### config.mk
export PLATFORM = sky130hd
export DESIGN_NAME = diagonal_scheduler
export DESIGN_NICKNAME = d
export VERILOG_FILES = /design/src/rtl/diagonal_scheduler.sv
export SDC_FILE = /design/constraint.sdc
export NUM_CORES = 1
export LEC_CHECK = 0
export CORE_MARGIN = 2
export CORE_UTILIZATION = 45
export CTS_CLUSTER_SIZE = 8
export DETAILED_ROUTE_END_ITERATION = 6
export DONT_BUFFER_PORTS = 1
export GPL_ROUTABILITY_DRIVEN = 0
export PLACE_DENSITY = 0.63
export SLEW_MARGIN = 20
export SYNTH_ARGS = -nofsm -noshare
export SYNTH_HDL_FRONTEND = slang
export SYNTH_SLANG_ARGS = --single-unit
### constraint.sdc
create_clock -name clk -period 6.5 [get_ports clk]
set_input_delay 1.3 -clock clk [delete_from_list [all_inputs] [get_ports clk]]
set_output_delay 1.3 -clock clk [all_outputs]
set_load 0.005 [all_outputs]
### src/rtl/diagonal_scheduler.sv
// Anti-diagonal wavefront scheduler for a square PU grid of 2x2-PE units.
// It sequences load, diagonal compute, max-tree wait and traceback, and every output comes from a register.
module diagonal_scheduler #(
  parameter int NUM_PU_MAIN_DIAGONAL = 16,
  parameter int NUM_DIAGONALS        = 31,
  parameter int NUM_PE_IN_PU         = 4
) (
  input  logic                                    clk,
  input  logic                                    rst,
  input  logic                                    start,
  input  logic                                    buf_ready,
  input  logic                                    stall,
  input  logic                                    max_done,
  input  logic                                    tb_done,
  output logic                                    busy,
  output logic [$clog2(NUM_DIAGONALS)-1:0]        diag_idx,
  output logic [1:0]                              pe_phase,
  output logic [NUM_PU_MAIN_DIAGONAL-1:0]         pu_en,
  output logic [NUM_PE_IN_PU-1:0]                 pe_mask,
  output logic [$clog2(NUM_PU_MAIN_DIAGONAL)-1:0] row_base,
  output logic [$clog2(NUM_PU_MAIN_DIAGONAL)-1:0] col_base,
  output logic                                    max_start,
  output logic                                    tb_start,
  output logic                                    done
);

  localparam int DW = $clog2(NUM_DIAGONALS);
  localparam int RW = $clog2(NUM_PU_MAIN_DIAGONAL);
  localparam int CW = $clog2(NUM_PU_MAIN_DIAGONAL + 1);
  localparam logic [DW-1:0] LAST_DIAG  = DW'(NUM_DIAGONALS - 1);
  localparam logic [DW-1:0] MAIN_DIAG  = DW'(NUM_PU_MAIN_DIAGONAL - 1);
  localparam logic [1:0]    LAST_PHASE = 2'd2;

  typedef enum logic [2:0] {
    IDLE,
    LOAD,
    COMPUTE,
    MAX_WAIT,
    TRACEBACK,
    DONE
  } state_t;

  state_t                   state_reg, state_next;
  logic [DW-1:0]            diag_reg, diag_next;
  logic [1:0]               phase_reg, phase_next;
  logic                     fire;
  logic [CW-1:0]            active_cnt;
  logic [RW-1:0]            row_next, col_next;
  logic [NUM_PU_MAIN_DIAGONAL-1:0] pu_en_reg, pu_en_next;
  logic [NUM_PE_IN_PU-1:0]  pe_mask_reg, pe_mask_next;
  logic [RW-1:0]            row_reg, col_reg;
  logic                     busy_reg, max_start_reg, tb_start_reg, done_reg;

  // fire marks that the coming cycle issues a real wavefront step; a stalled
  // COMPUTE cycle keeps the step position but issues nothing.
  always_comb begin
    state_next = state_reg;
    diag_next  = diag_reg;
    phase_next = phase_reg;
    fire       = 1'b0;
    case (state_reg)
      IDLE: begin
        if (start) state_next = LOAD;
      end
      LOAD: begin
        if (buf_ready) begin
          state_next = COMPUTE;
          diag_next  = '0;
          phase_next = '0;
          fire       = 1'b1;
        end
      end
      COMPUTE: begin
        if (!stall) begin
          if (diag_reg == LAST_DIAG && phase_reg == LAST_PHASE) begin
            state_next = MAX_WAIT;
            diag_next  = '0;
            phase_next = '0;
          end else if (phase_reg == LAST_PHASE) begin
            diag_next  = diag_reg + DW'(1);
            phase_next = '0;
            fire       = 1'b1;
          end else begin
            phase_next = phase_reg + 2'd1;
            fire       = 1'b1;
          end
        end
      end
      MAX_WAIT: begin
        if (max_done) state_next = TRACEBACK;
      end
      TRACEBACK: begin
        if (tb_done) state_next = DONE;
      end
      DONE: begin
        state_next = IDLE;
      end
      default: begin
        state_next = IDLE;
      end
    endcase
  end

  // Diagonal geometry: grows along the top row, then shrinks down the last column.
  always_comb begin
    if (diag_next <= MAIN_DIAG) begin
      active_cnt = CW'(diag_next) + CW'(1);
      row_next   = '0;
      col_next   = RW'(diag_next);
    end else begin
      active_cnt = CW'(DW'(NUM_DIAGONALS) - diag_next);
      row_next   = RW'(diag_next - MAIN_DIAG);
      col_next   = RW'(MAIN_DIAG);
    end
  end

  generate
    for (genvar gi = 0; gi < NUM_PU_MAIN_DIAGONAL; gi++) begin : g_pu_en
      assign pu_en_next[gi] = fire && (active_cnt > CW'(gi));
    end
    // Inside a 2x2 PU a PE fires on the step equal to its row plus column.
    for (genvar gi = 0; gi < NUM_PE_IN_PU; gi++) begin : g_pe_mask
      localparam logic [1:0] PE_STEP = 2'((gi / 2) + (gi % 2));
      assign pe_mask_next[gi] = fire && (phase_next == PE_STEP);
    end
  endgenerate

  always_ff @(posedge clk) begin
    if (rst) begin
      state_reg     <= IDLE;
      diag_reg      <= '0;
      phase_reg     <= '0;
      pu_en_reg     <= '0;
      pe_mask_reg   <= '0;
      row_reg       <= '0;
      col_reg       <= '0;
      busy_reg      <= 1'b0;
      max_start_reg <= 1'b0;
      tb_start_reg  <= 1'b0;
      done_reg      <= 1'b0;
    end else begin
      state_reg     <= state_next;
      diag_reg      <= diag_next;
      phase_reg     <= phase_next;
      pu_en_reg     <= pu_en_next;
      pe_mask_reg   <= pe_mask_next;
      if (fire) begin
        row_reg <= row_next;
        col_reg <= col_next;
      end
      busy_reg      <= (state_next != IDLE);
      max_start_reg <= (state_next == MAX_WAIT) && (state_reg != MAX_WAIT);
      tb_start_reg  <= (state_next == TRACEBACK) && (state_reg != TRACEBACK);
      done_reg      <= (state_next == DONE);
    end
  end

  assign busy      = busy_reg;
  assign diag_idx  = diag_reg;
  assign pe_phase  = phase_reg;
  assign pu_en     = pu_en_reg;
  assign pe_mask   = pe_mask_reg;
  assign row_base  = row_reg;
  assign col_base  = col_reg;
  assign max_start = max_start_reg;
  assign tb_start  = tb_start_reg;
  assign done      = done_reg;

endmodule
==> reports/metrics.cfg, run 1 <==
[min_path]
hp-start = row_base[2]$_SDFFE_PP0P_
hp-class = flip-flop to flip-flop
whs_endpoint = row_base[2]$_SDFFE_PP0P_
hold-path-cell-count = 2

[synth]
synth-edff-count = 0
synth.ff_latch_count = 41
synthesis.area_per_instance_um2 = 8.81
synth_compound_gate_area_share = 0.205
post_synth_inst_count = 225
proportion_of_synthesized_flip_flops_having_asynchronous_set_or_reset = 0
yosys.area_share.xor_xnor = 0.00884
ys_flop_type = dfxtp_1
synth_adder_area_share = 0.0379
synth_simple_gate_area_share = 0.263
yosys_warnings = 0
synthDistinctLibCells = 57
synthesis.area_um2 = 1980
synth.yosys.seq_area_share = 0.414
synthMuxAreaShare = 0.0107
largest_family_of_logic_cells_by_synthesized_area = simple AND/OR/NAND/NOR gates
synth_nets = 238

[clocking]
cts_root_buffer_type = clkbuf_8
tritoncts = yes
clock_pin_slew_reported_for_the_worst_setup_and_hold_paths_after_clock_tree_synthesis_ps = 70
cts-resized-gates = 0
postCtsSetupRepairBufs = 0
cts_inserted_buffers = 5
clock_path_buffers = 2
h-tree-depth = 2
hold_buffers = 0
clock_sink_count = 41
clkLatencyLatePin_ps = 290

[route]
drt_pre_antenna_iters = 4
detail-route-antenna-nets = 0
detailed_route_vias_per_instance = 5.80
wl_um = 4120
drt_first_iter_violations = 116
post_drt_wl_per_cell_um = 15.3
routed-via-count = 1565
drt_drc_violations_left = 0

[cells_and_area]
n_antenna_cell = 0
register_area_um2 = 821
multi_input_logic_area_um2 = 1040
area_growth_syn_to_layout_pct = 3.47
layout.filler_cells = 421
final_common_cell = dfxtp_1
largest_register_ffs = 16
share_of_layout_cells_above_drive_strength_1 = 0.0780
finalNetCount = 230
layout_common_cells = dfxtp_1 (41), nor2_1 (26), nand2_1 (20)

[timing]
grt_setup_unrepaired = false
finalCritPeriodShare = 0.722
setup_viol = 0
hold_viol = 0
drv_slew = 0
worst_pin_slew_ps = 655
fin_ws_ps = 1810
finalWorstPathRequiredPeriod_ps = 4690
final.setup.tns_ps = 0
max_clock_freq_ghz = 0.213
relSlewSlack = 0.562
skew_ps = 2.80

[power_and_ir_drop]
power.share.clock = 0.358
pwr-share-seq = 0.597
sw_frac_of_total = 0.226
total_leakage_power_nw = 0.713
vdd_drop_max_uv = 105
p_comb_frac = 0.045
cellInternalPower_w = 0.000340
power_density_nw_per_um2 = 214
p_switching_w = 0.0000991

[die]
fp.dieW_um = 70.4
floorplan.die.height_um = 70.4
num_io_pins = 46
core_um2 = 4290
placementRows = 24
die-area_um2 = 4950
initial_cell_density_of_the_core = 0.462

[critical_path]
worst-setup-path-type = input port to flip-flop
timing.critical_path.slowest_cell_delay_ps = 560
worstPathArrival_ps = 4910
crit_family = compound AO/OA/AOI/OAI gates
worst-r2r-cell-count = 14
worstPathRequired_ps = 6720
r2r_slack_ps = 2240
path_buf_inv = 1
r2r-end = pu_en[10]$_SDFF_PP0_
timing.critical_path.slowest_stage_cell = nor4b_4
worstPathCellList = nor4b_4 -> a21oi_1 -> a21boi_1 -> inv_1 -> ha_1 -> nand2_1 -> nor2_1 -> ha_1 -> nor4_1 -> a41o_1 -> or3_1 -> o221ai_1 -> mux2_2 -> a21oi_1
r2r_start = state_reg[1]$_SDFF_PP0_
nature_of_the_critical_path_endpoint = flip-flop
worstSetupStartpoint = stall
startpoint_type = input port
critPathMaxFanout = 13

[place]
place_hpwl_um = 2900
number_of_i_o_port_buffers = 0
post-place-ws_ps = 1560

[global_routing]
antenna_violations_before_repair = 0
grt_first_pass_wirelength_um = 7030
grt_start_max_net_pins = 21
globalRouteTotalUtil = 0.178
globalRouteOverflowTotal = 0
grt_pass1_vias = 1427

[run_status]
run_status = complete, no violations

[run]
timing.max_cap.violations = 0

[how the worst max path moves through the flow]
stage,endpoint,cells past startpoint
2_1_floorplan,pu_en[10]$_SDFF_PP0_,15
3_3_place_gp,pu_en[10]$_SDFF_PP0_,14
3_5_place_dp,pu_en[10]$_SDFF_PP0_,14
4_1_cts,pu_en[10]$_SDFF_PP0_,14
5_1_grt,pu_en[10]$_SDFF_PP0_,14
6_report,pu_en[10]$_SDFF_PP0_,14
[power by group through the flow]
stage                     Clock (W)  Combinational, W  Sequential (W)
after CTS                  0.000164         0.0000199        0.000262
after global placement            0         0.0000200        0.000268
after global routing       0.000174         0.0000232        0.000264
final                      0.000157         0.0000198        0.000262
after floorplan                   0         0.0000227        0.000265
after detailed placement          0         0.0000197        0.000268
[routing by layer]
layer  vias up  global-route usage  routed length, µm
met4         0              0.0897                124
met2        56               0.234               1640
met3        12              0.0606                341
met1       708               0.254               2010
met5         -                   0                  0
li1        789                   -                  -
[worst register-to-register path: cells and delay by family (launching register included)]
kind,cells,cell delay [ps]
AND/OR/NAND/NOR,5,1210
buffers and inverters,1,240
AO/OA/AOI/OAI,5,1320
multiplexers,1,320
adder cells (fa/ha/maj),2,580
flip-flops,1,520
[kinds of logic after synthesis]
group           Yosys count
fa+ha+maj                 6
simple gates             97
mux                       2
flops                    41
xor+xnor                  2
compound gates           52
buf+inv                  25
[synth_stat cells (2+ instances only)]
cell | number | area [µm²]
xnor2_1 | 2 | 17.5
nand2b_1 | 6 | 37.5
a311o_1 | 2 | 20.0
a31oi_1 | 2 | 12.5
clkbuf_1 | 8 | 30.0
a211o_1 | 2 | 17.5
o31ai_1 | 3 | 22.5
nand3_1 | 5 | 25.0
nand2_1 | 20 | 75.1
nor2_1 | 26 | 97.6
and2_1 | 2 | 12.5
a21oi_1 | 19 | 95.1
buf_2 | 4 | 20.0
inv_1 | 9 | 33.8
nor3_1 | 14 | 70.1
buf_4 | 2 | 15.0
ha_1 | 6 | 75.1
a211oi_1 | 2 | 15.0
o21ai_0 | 2 | 10.0
nand4b_1 | 3 | 26.3
buf_6 | 2 | 22.5
nand4_1 | 2 | 12.5
nor2b_1 | 4 | 25.0
dfxtp_1 | 41 | 821
or3_1 | 4 | 25.0
a21boi_0 | 2 | 15.0
[through the flow]
| step | cells | util | total power (W) | cell area (µm²) | hold slack (ps) |
|---|---|---|---|---|---|
| global placement | 262 | 0.458 | 0.000288 | 1970 | 455 |
| finish | 270 | 0.478 | 0.000439 | 2050 | 475 |
| floorplan | 225 | - | 0.000287 | 1980 | 448 |
| CTS | 270 | 0.478 | 0.000446 | 2050 | 479 |
| detailed placement | 262 | 0.458 | 0.000288 | 1970 | 462 |
| global route | 270 | 0.478 | 0.000461 | 2050 | 490 |
[layout make-up]
class,instances,area share
repair buffers,1,0.00366
clock buffers,7,0.0372
well taps,52,0.0317
multi-input cells,159,0.507
flip-flops and latches,41,0.400
inverters,9,0.0165
clock inverters,1,0.00366
No activity file was read; power rests on OpenSTA's default activity.
==> run 2, diff against run 1 <==
--- a/config.mk
+++ b/config.mk
@@ -11,7 +11,7 @@
 export DETAILED_ROUTE_END_ITERATION = 6
 export DONT_BUFFER_PORTS = 1
 export GPL_ROUTABILITY_DRIVEN = 0
-export PLACE_DENSITY = 0.63
+export PLACE_DENSITY = 0.65
 export SLEW_MARGIN = 20
 export SYNTH_ARGS = -nofsm -noshare
 export SYNTH_HDL_FRONTEND = slang
==> constraint.sdc (replaced) <==
create_clock -name clk -period 3.76 [get_ports clk]
set_input_delay 0.752 -clock clk [delete_from_list [all_inputs] [get_ports clk]]
set_output_delay 0.752 -clock clk [all_outputs]
set_load 0.005 [all_outputs]
==> run 2 against run 1 <==
Clock skew about the same. Sequential cell count stayed put. Critical path depth up 1. Cell area up 5.0%. Routed wire length increased by 5.3%. Sequential share of layout area is 1.9 points lower. Clock-buffer cell count unchanged. Via count is 2.2% higher. Combinational power increased by 89%. Register-to-register slack got worse by 1900 ps.
==> reports/metrics.cfg, run 2 (synthesized netlist as in run 1, its figures left out) <==
[critical_path]
cp_common_cell = ha_1
timing.critical_path.slowest_stage_cell = dfxtp_1
worst-setup-path-type = flip-flop to flip-flop
worstPathRequired_ps = 3910
nature_of_the_critical_path_endpoint = flip-flop
startpoint_type = flip-flop
crit_family = simple AND/OR/NAND/NOR gates
worstPathCellList = inv_1 -> ha_1 -> nand4_1 -> nand3_1 -> o2bb2ai_1 -> ha_1 -> nand2_1 -> nor2_1 -> ha_1 -> inv_1 -> a41o_1 -> or3_1 -> o311a_2 -> nor2b_1 -> a21oi_1
critPathMaxFanout = 9
path_buf_inv = 2
worstPathArrival_ps = 3560
timing.critical_path.slowest_cell_delay_ps = 490

[timing]
final.setup.tns_ps = 0
finalCritPeriodShare = 0.905
skew_ps = 3.30
hold_viol = 0
max_clock_freq_ghz = 0.294
grt_setup_unrepaired = false
drv_slew = 0
finalWorstPathRequiredPeriod_ps = 3400
relSlewSlack = 0.632
setup_viol = 0
worst_pin_slew_ps = 550

[run_status]
run_status = complete, no violations

[route]
post_drt_wl_per_cell_um = 15.4
routed-via-count = 1599
drt_drc_violations_left = 0
detail-route-antenna-nets = 0
drt_pre_antenna_iters = 4
detailed_route_vias_per_instance = 5.67
wl_um = 4340
drt_first_iter_violations = 114

[cells_and_area]
share_of_layout_cells_above_drive_strength_1 = 0.126
stdcell_area_um2 = 2150
final_cell_count_no_fill = 282
layout.filler_cells = 402
n_antenna_cell = 0
layout_common_cells = dfxtp_1 (41), nor2_1 (26), nand2_1 (20)
final_common_cell = dfxtp_1
finalNetCount = 242
largest_register_ffs = 16
area_growth_syn_to_layout_pct = 8.65

[power_and_ir_drop]
power.share.clock = 0.362
cellInternalPower_w = 0.000590
vdd_drop_max_uv = 175
pwr-share-seq = 0.590
total_leakage_power_nw = 0.773
power_density_nw_per_um2 = 357
sw_frac_of_total = 0.232
p_switching_w = 0.000179
p_comb_frac = 0.049

[place]
place_hpwl_um = 3120
place_inst = 272
placed_area_um2 = 2050
number_of_i_o_port_buffers = 0

[global_routing]
grt_pass1_vias = 1472
antenna_violations_before_repair = 0
globalRouteTotalUtil = 0.185
globalRouteOverflowTotal = 0
grt_first_pass_wirelength_um = 7350
grt_start_max_net_pins = 21

[min_path]
hp-class = flip-flop to flip-flop

[clocking]
h-tree-depth = 2
cts_inserted_buffers = 5
cts-resized-gates = 0
clkLatencyLatePin_ps = 290
clock_path_buffers = 2
tritoncts = yes
clock_pin_slew_reported_for_the_worst_setup_and_hold_paths_after_clock_tree_synthesis_ps = 70
clock_sink_count = 41
cts_root_buffer_type = clkbuf_8

[die]
fp.dieW_um = 70.4
floorplan.die.height_um = 70.4
core_um2 = 4290
die-area_um2 = 4950
placementRows = 24
num_io_pins = 46
initial_cell_density_of_the_core = 0.462

[run]
timing.max_cap.violations = 0

[run 2: layout make-up]
type / count / area [µm²] / area share
repair buffers: 13 / 110 / 0.0511
multi-input cells: 159 / 1040 / 0.483
flip-flops and latches: 41 / 821 / 0.381
clock inverters: 1 / 7.51 / 0.00349
clock buffers: 7 / 76.3 / 0.0354
inverters: 9 / 33.8 / 0.0157
well taps: 52 / 65.1 / 0.0302
[run 2: repair_timing]
item / in CTS / in global routing
endpoints found under the setup margin: 0 / 6
setup buffers: 0 / 2
hold buffers: 0 / 0
hold endpoints to repair: 0 / 0
[run 2: stage by stage]
stage | util | hold WS [ps] | power [W] | setup WS (ps)
2_1_floorplan | - | 448 | 0.000497 | 42.7
3_3_place_gp | 0.478 | 465 | 0.000501 | 289
3_5_place_dp | 0.478 | 464 | 0.000501 | 166
4_1_cts | 0.498 | 481 | 0.000780 | 306
5_1_grt | 0.501 | 504 | 0.000804 | 5.83
6_report | 0.501 | 475 | 0.000769 | 359
[run 2: final timing paths]
kind | from | endpoint | slack, ps | cells past startpoint
worst max-delay path | diag_idx[0]$_SDFF_PP0_ | pu_en[1]$_SDFF_PP0_ | 360 | 15
worst min-delay path | row_base[3]$_SDFFE_PP0P_ | row_base[3]$_SDFFE_PP0P_ | 480 | 2
worst max register to register | diag_idx[0]$_SDFF_PP0_ | pu_en[1]$_SDFF_PP0_ | 360 | 15
worst min register to register | row_base[3]$_SDFFE_PP0P_ | row_base[3]$_SDFFE_PP0P_ | 480 | 2
[run 2: layer usage]
layer | GRT usage | vias to the layer above | wire length, µm
li1 | - | 814 | -
met1 | 0.270 | 745 | 2150
met2 | 0.263 | 34 | 1850
met3 | 0.0563 | 6 | 276
met4 | 0.0513 | 0 | 58
met5 | 0 | - | 0
[run 2: power by group through the flow]
stage           logic, W  registers (W)  clock network (W)
2_1_floorplan  0.0000393       0.000458                  0
3_3_place_gp   0.0000368       0.000464                  0
3_5_place_dp   0.0000369       0.000464                  0
4_1_cts        0.0000373       0.000453           0.000290
5_1_grt        0.0000427       0.000455           0.000306
6_report       0.0000374       0.000454           0.000278
[run 2: tightest hold or removal path, stage by stage, from the launching register on]
cell and delay, ps:
dfxtp_1 330, nand2_1 60, a21oi_1 50
==> run 3, diff against run 2 <==
--- a/config.mk
+++ b/config.mk
@@ -5,13 +5,14 @@
 export SDC_FILE = /design/constraint.sdc
 export NUM_CORES = 1
 export LEC_CHECK = 0
+export ABC_AREA = 1
 export CORE_MARGIN = 2
-export CORE_UTILIZATION = 45
+export CORE_UTILIZATION = 30
 export CTS_CLUSTER_SIZE = 8
 export DETAILED_ROUTE_END_ITERATION = 6
 export DONT_BUFFER_PORTS = 1
 export GPL_ROUTABILITY_DRIVEN = 0
-export PLACE_DENSITY = 0.65
+export PLACE_DENSITY = 0.47
 export SLEW_MARGIN = 20
 export SYNTH_ARGS = -nofsm -noshare
 export SYNTH_HDL_FRONTEND = slang
==> constraint.sdc (replaced) <==
create_clock -name clk -period 3.6 [get_ports clk]
set_input_delay 0.72 -clock clk [delete_from_list [all_inputs] [get_ports clk]]
set_output_delay 0.72 -clock clk [all_outputs]
set_load 0.005 [all_outputs]
==> run 3 against run 2 <==
Final cell count increased by 20%. Non-clock buffer count decreased by 12. Clock skew increased by 2.9 ps. Die area increased by 48%. Hold slack improved by 20 ps. Routed wire length increased by 3.3%. Area after synthesis increased by 1.0%. Worst setup slack improved by 130 ps. Fmax increased by 9.2%. Sequential cell count unchanged. Core utilization decreased by 16 points. Combinational power increased by 52%. Critical path type unchanged. Largest cell class unchanged.
==> reports/metrics.cfg, run 3 <==
[critical_path]
worst-setup-path-type = flip-flop to flip-flop
worstSetupStartpoint = diag_idx[0]$_SDFF_PP0_
worstPathCellList = inv_1 -> ha_1 -> nand2_1 -> inv_1 -> nand3_1 -> nand2_2 -> nor2_1 -> nor2_2 -> inv_1 -> ha_1 -> inv_1 -> nor3_1 -> ha_1 -> inv_1 -> nand4_1 -> nand2_1 -> nand2_2 -> inv_2 -> nor2_4 -> nand3_1 -> and2_1
path_buf_inv = 6
nature_of_the_critical_path_endpoint = flip-flop
worstPathArrival_ps = 3300
timing.critical_path.slowest_stage_cell = dfxtp_1
timing.critical_path.slowest_cell_delay_ps = 450
crit_family = simple AND/OR/NAND/NOR gates
startpoint_type = flip-flop
worstPathRequired_ps = 3790
r2r_start = diag_idx[0]$_SDFF_PP0_
cp_common_cell = inv_1
critPathMaxFanout = 8

[synth]
synth_adder_area_share = 0.0375
post_synth_inst_count = 258
yosys_warnings = 0
yosys.area_share.xor_xnor = 0.00812
yosys.area.top_type = dfxtp_1
synthesis.area_per_instance_um2 = 7.76
synthMuxAreaShare = 0
synth_commonest_cells = nand2_1 (43), dfxtp_1 (41), inv_1 (35)
proportion_of_synthesized_flip_flops_having_asynchronous_set_or_reset = 0
synth_nets = 271
synthesis.area_um2 = 2000
synth_top_cells_by_area = dfxtp_1 (41%), nand2_1 (8.1%), inv_1 (6.6%)
ys_flop_type = dfxtp_1
synthDistinctLibCells = 34
most_instantiated_library_cell_after_synthesis = nand2_1
synth_simple_gate_area_share = 0.354
synth-edff-count = 0
synth.ff_latch_count = 41
synth_compound_gate_area_share = 0.0919
netlist.area_leader.share = 0.410
largest_family_of_logic_cells_by_synthesized_area = simple AND/OR/NAND/NOR gates
synth.yosys.seq_area_share = 0.410

[power_and_ir_drop]
cellInternalPower_w = 0.000632
sw_frac_of_total = 0.244
p_comb_frac = 0.068
power_density_nw_per_um2 = 386
vdd_drop_max_uv = 137
pwr-share-seq = 0.564
total_leakage_power_nw = 0.961
p_switching_w = 0.000204
power.share.clock = 0.368

[timing]
worst_pin_slew_ps = 352
finalWorstPathRequiredPeriod_ps = 3110
hold_viol = 0
skew_ps = 6.18
fin_worst_hold_slack_ps = 495
drv_slew = 0
relSlewSlack = 0.763
setup_viol = 0
final.setup.tns_ps = 0
grt_setup_unrepaired = false
finalCritPeriodShare = 0.865
max_clock_freq_ghz = 0.321

[cells_and_area]
largest_register_ffs = 16
n_antenna_cell = 0
finalNetCount = 274
layout.filler_cells = 673
final_cell_count_no_fill = 338
final_common_cell = nand2_1
share_of_layout_cells_above_drive_strength_1 = 0.203
area_growth_syn_to_layout_pct = 8.13
layout_common_cells = nand2_1 (43), dfxtp_1 (41), inv_1 (35)

[clocking]
cts_inserted_buffers = 5
clkLatencyLatePin_ps = 290
hold_buffers = 0
clock_path_buffers = 2
clock_pin_slew_reported_for_the_worst_setup_and_hold_paths_after_clock_tree_synthesis_ps = 80
tritoncts = yes
cts-resized-gates = 0
h-tree-depth = 2
postCtsSetupRepairBufs = 0
cts_root_buffer_type = clkbuf_8
clock_sink_count = 41

[place]
place_inst = 331
number_of_i_o_port_buffers = 0
place_hpwl_um = 3460

[die]
core_um2 = 6390
fp.dieW_um = 85.7
die-area_um2 = 7340
initial_cell_density_of_the_core = 0.313
placementRows = 29
num_io_pins = 46
floorplan.die.height_um = 85.7

[route]
detail-route-antenna-nets = 0
drt_first_iter_violations = 58
drt_drc_violations_left = 0
wl_um = 4480
detailed_route_vias_per_instance = 4.57
post_drt_wl_per_cell_um = 13.3
routed-via-count = 1543
drt_pre_antenna_iters = 4

[global_routing]
grt_pass1_vias = 1524
routing_usage_on_met3 = 0.0577
grt_start_max_net_pins = 14
globalRouteTotalUtil = 0.134
busiest_layer = met2
grt_first_pass_wirelength_um = 7600
gr-usage-met2 = 0.190
antenna_violations_before_repair = 0
globalRouteOverflowTotal = 0
global_route.usage.met1 = 0.174

[min_path]
hp-class = input port to flip-flop
hp-start = rst

[run_status]
run_status = complete, no violations

[run]
timing.max_cap.violations = 0

[run 3: changes by cell type in the layout (fill, tap and decap cells not counted), moves of 9 or more]
cell	before	now
nand2_1	20	43
nand3_1	5	17
nand2_2	0	10
buf_4	12	1
inv_1	9	35
a21oi_1	19	6
nor3_1	14	5
[run 3: per-layer routing]
metal / up-vias / wire [µm] / part of all wire
met1: 684 / 2130 / 0.48
met3: 9 / 318 / 0.071
li1: 814 / - / -
met4: 0 / 93 / 0.021
met5: - / 0 / 0
met2: 36 / 1940 / 0.43
[run 3: worst paths after layout]
| kind | end | slack (ps) | cells after the start |
|---|---|---|---|
| hold reg to reg | row_base[1]$_SDFFE_PP0P_ | 520 | 2 |
| hold / removal | state_reg[0]$_SDFF_PP0_ | 490 | 1 |
| setup reg to reg | pu_en[8]$_SDFF_PP0_ | 490 | 21 |
| setup / recovery | pu_en[8]$_SDFF_PP0_ | 490 | 21 |
[run 3: cells by family after synthesis]
| kind of cell | count (synthesis) |
|---|---|
| AND/OR/NAND/NOR | 131 |
| buffers and inverters | 49 |
| flip-flops | 41 |
| AO/OA/AOI/OAI | 30 |
| adder cells (fa/ha/maj) | 6 |
| XOR/XNOR | 1 |
[run 3: area by class of cell]
class / count / area [µm²] / area share
Timing Repair Buffer: 1 / 7.51 / 0.00347
Clock inverter: 1 / 7.51 / 0.00347
Tap cell: 77 / 96.3 / 0.0445
Inverter: 44 / 165 / 0.0763
Clock buffer: 6 / 82.6 / 0.0382
Multi-Input combinational cell: 168 / 985 / 0.455
Sequential cell: 41 / 821 / 0.379
[run 3: per-stage QoR]
stage	setup WS [ps]	util	total power, W	area, µm²
finish	485	0.339	0.000836	2160
global route	85.4	0.339	0.000876	2160
CTS	453	0.339	0.000856	2160
detailed placement	484	0.325	0.000540	2070
global placement	519	0.325	0.000542	2070
floorplan	607	-	0.000529	2000
[run 3: power groups by stage]
stage	registers, W	clock network [W]	logic, W
final	0.000472	0.000307	0.0000569
after global routing	0.000474	0.000338	0.0000645
after CTS	0.000473	0.000326	0.0000572
after detailed placement	0.000483	0	0.0000566
after global placement	0.000483	0	0.0000583
after floorplan	0.000481	0	0.0000482
[run 3: worst reg2reg max path: cells and delay by family (launching register included)]
family | cells | cell delay, ps
flops | 1 | 450
fa+ha+maj | 3 | 690
buf+inv | 6 | 640
simple gates | 12 | 1260
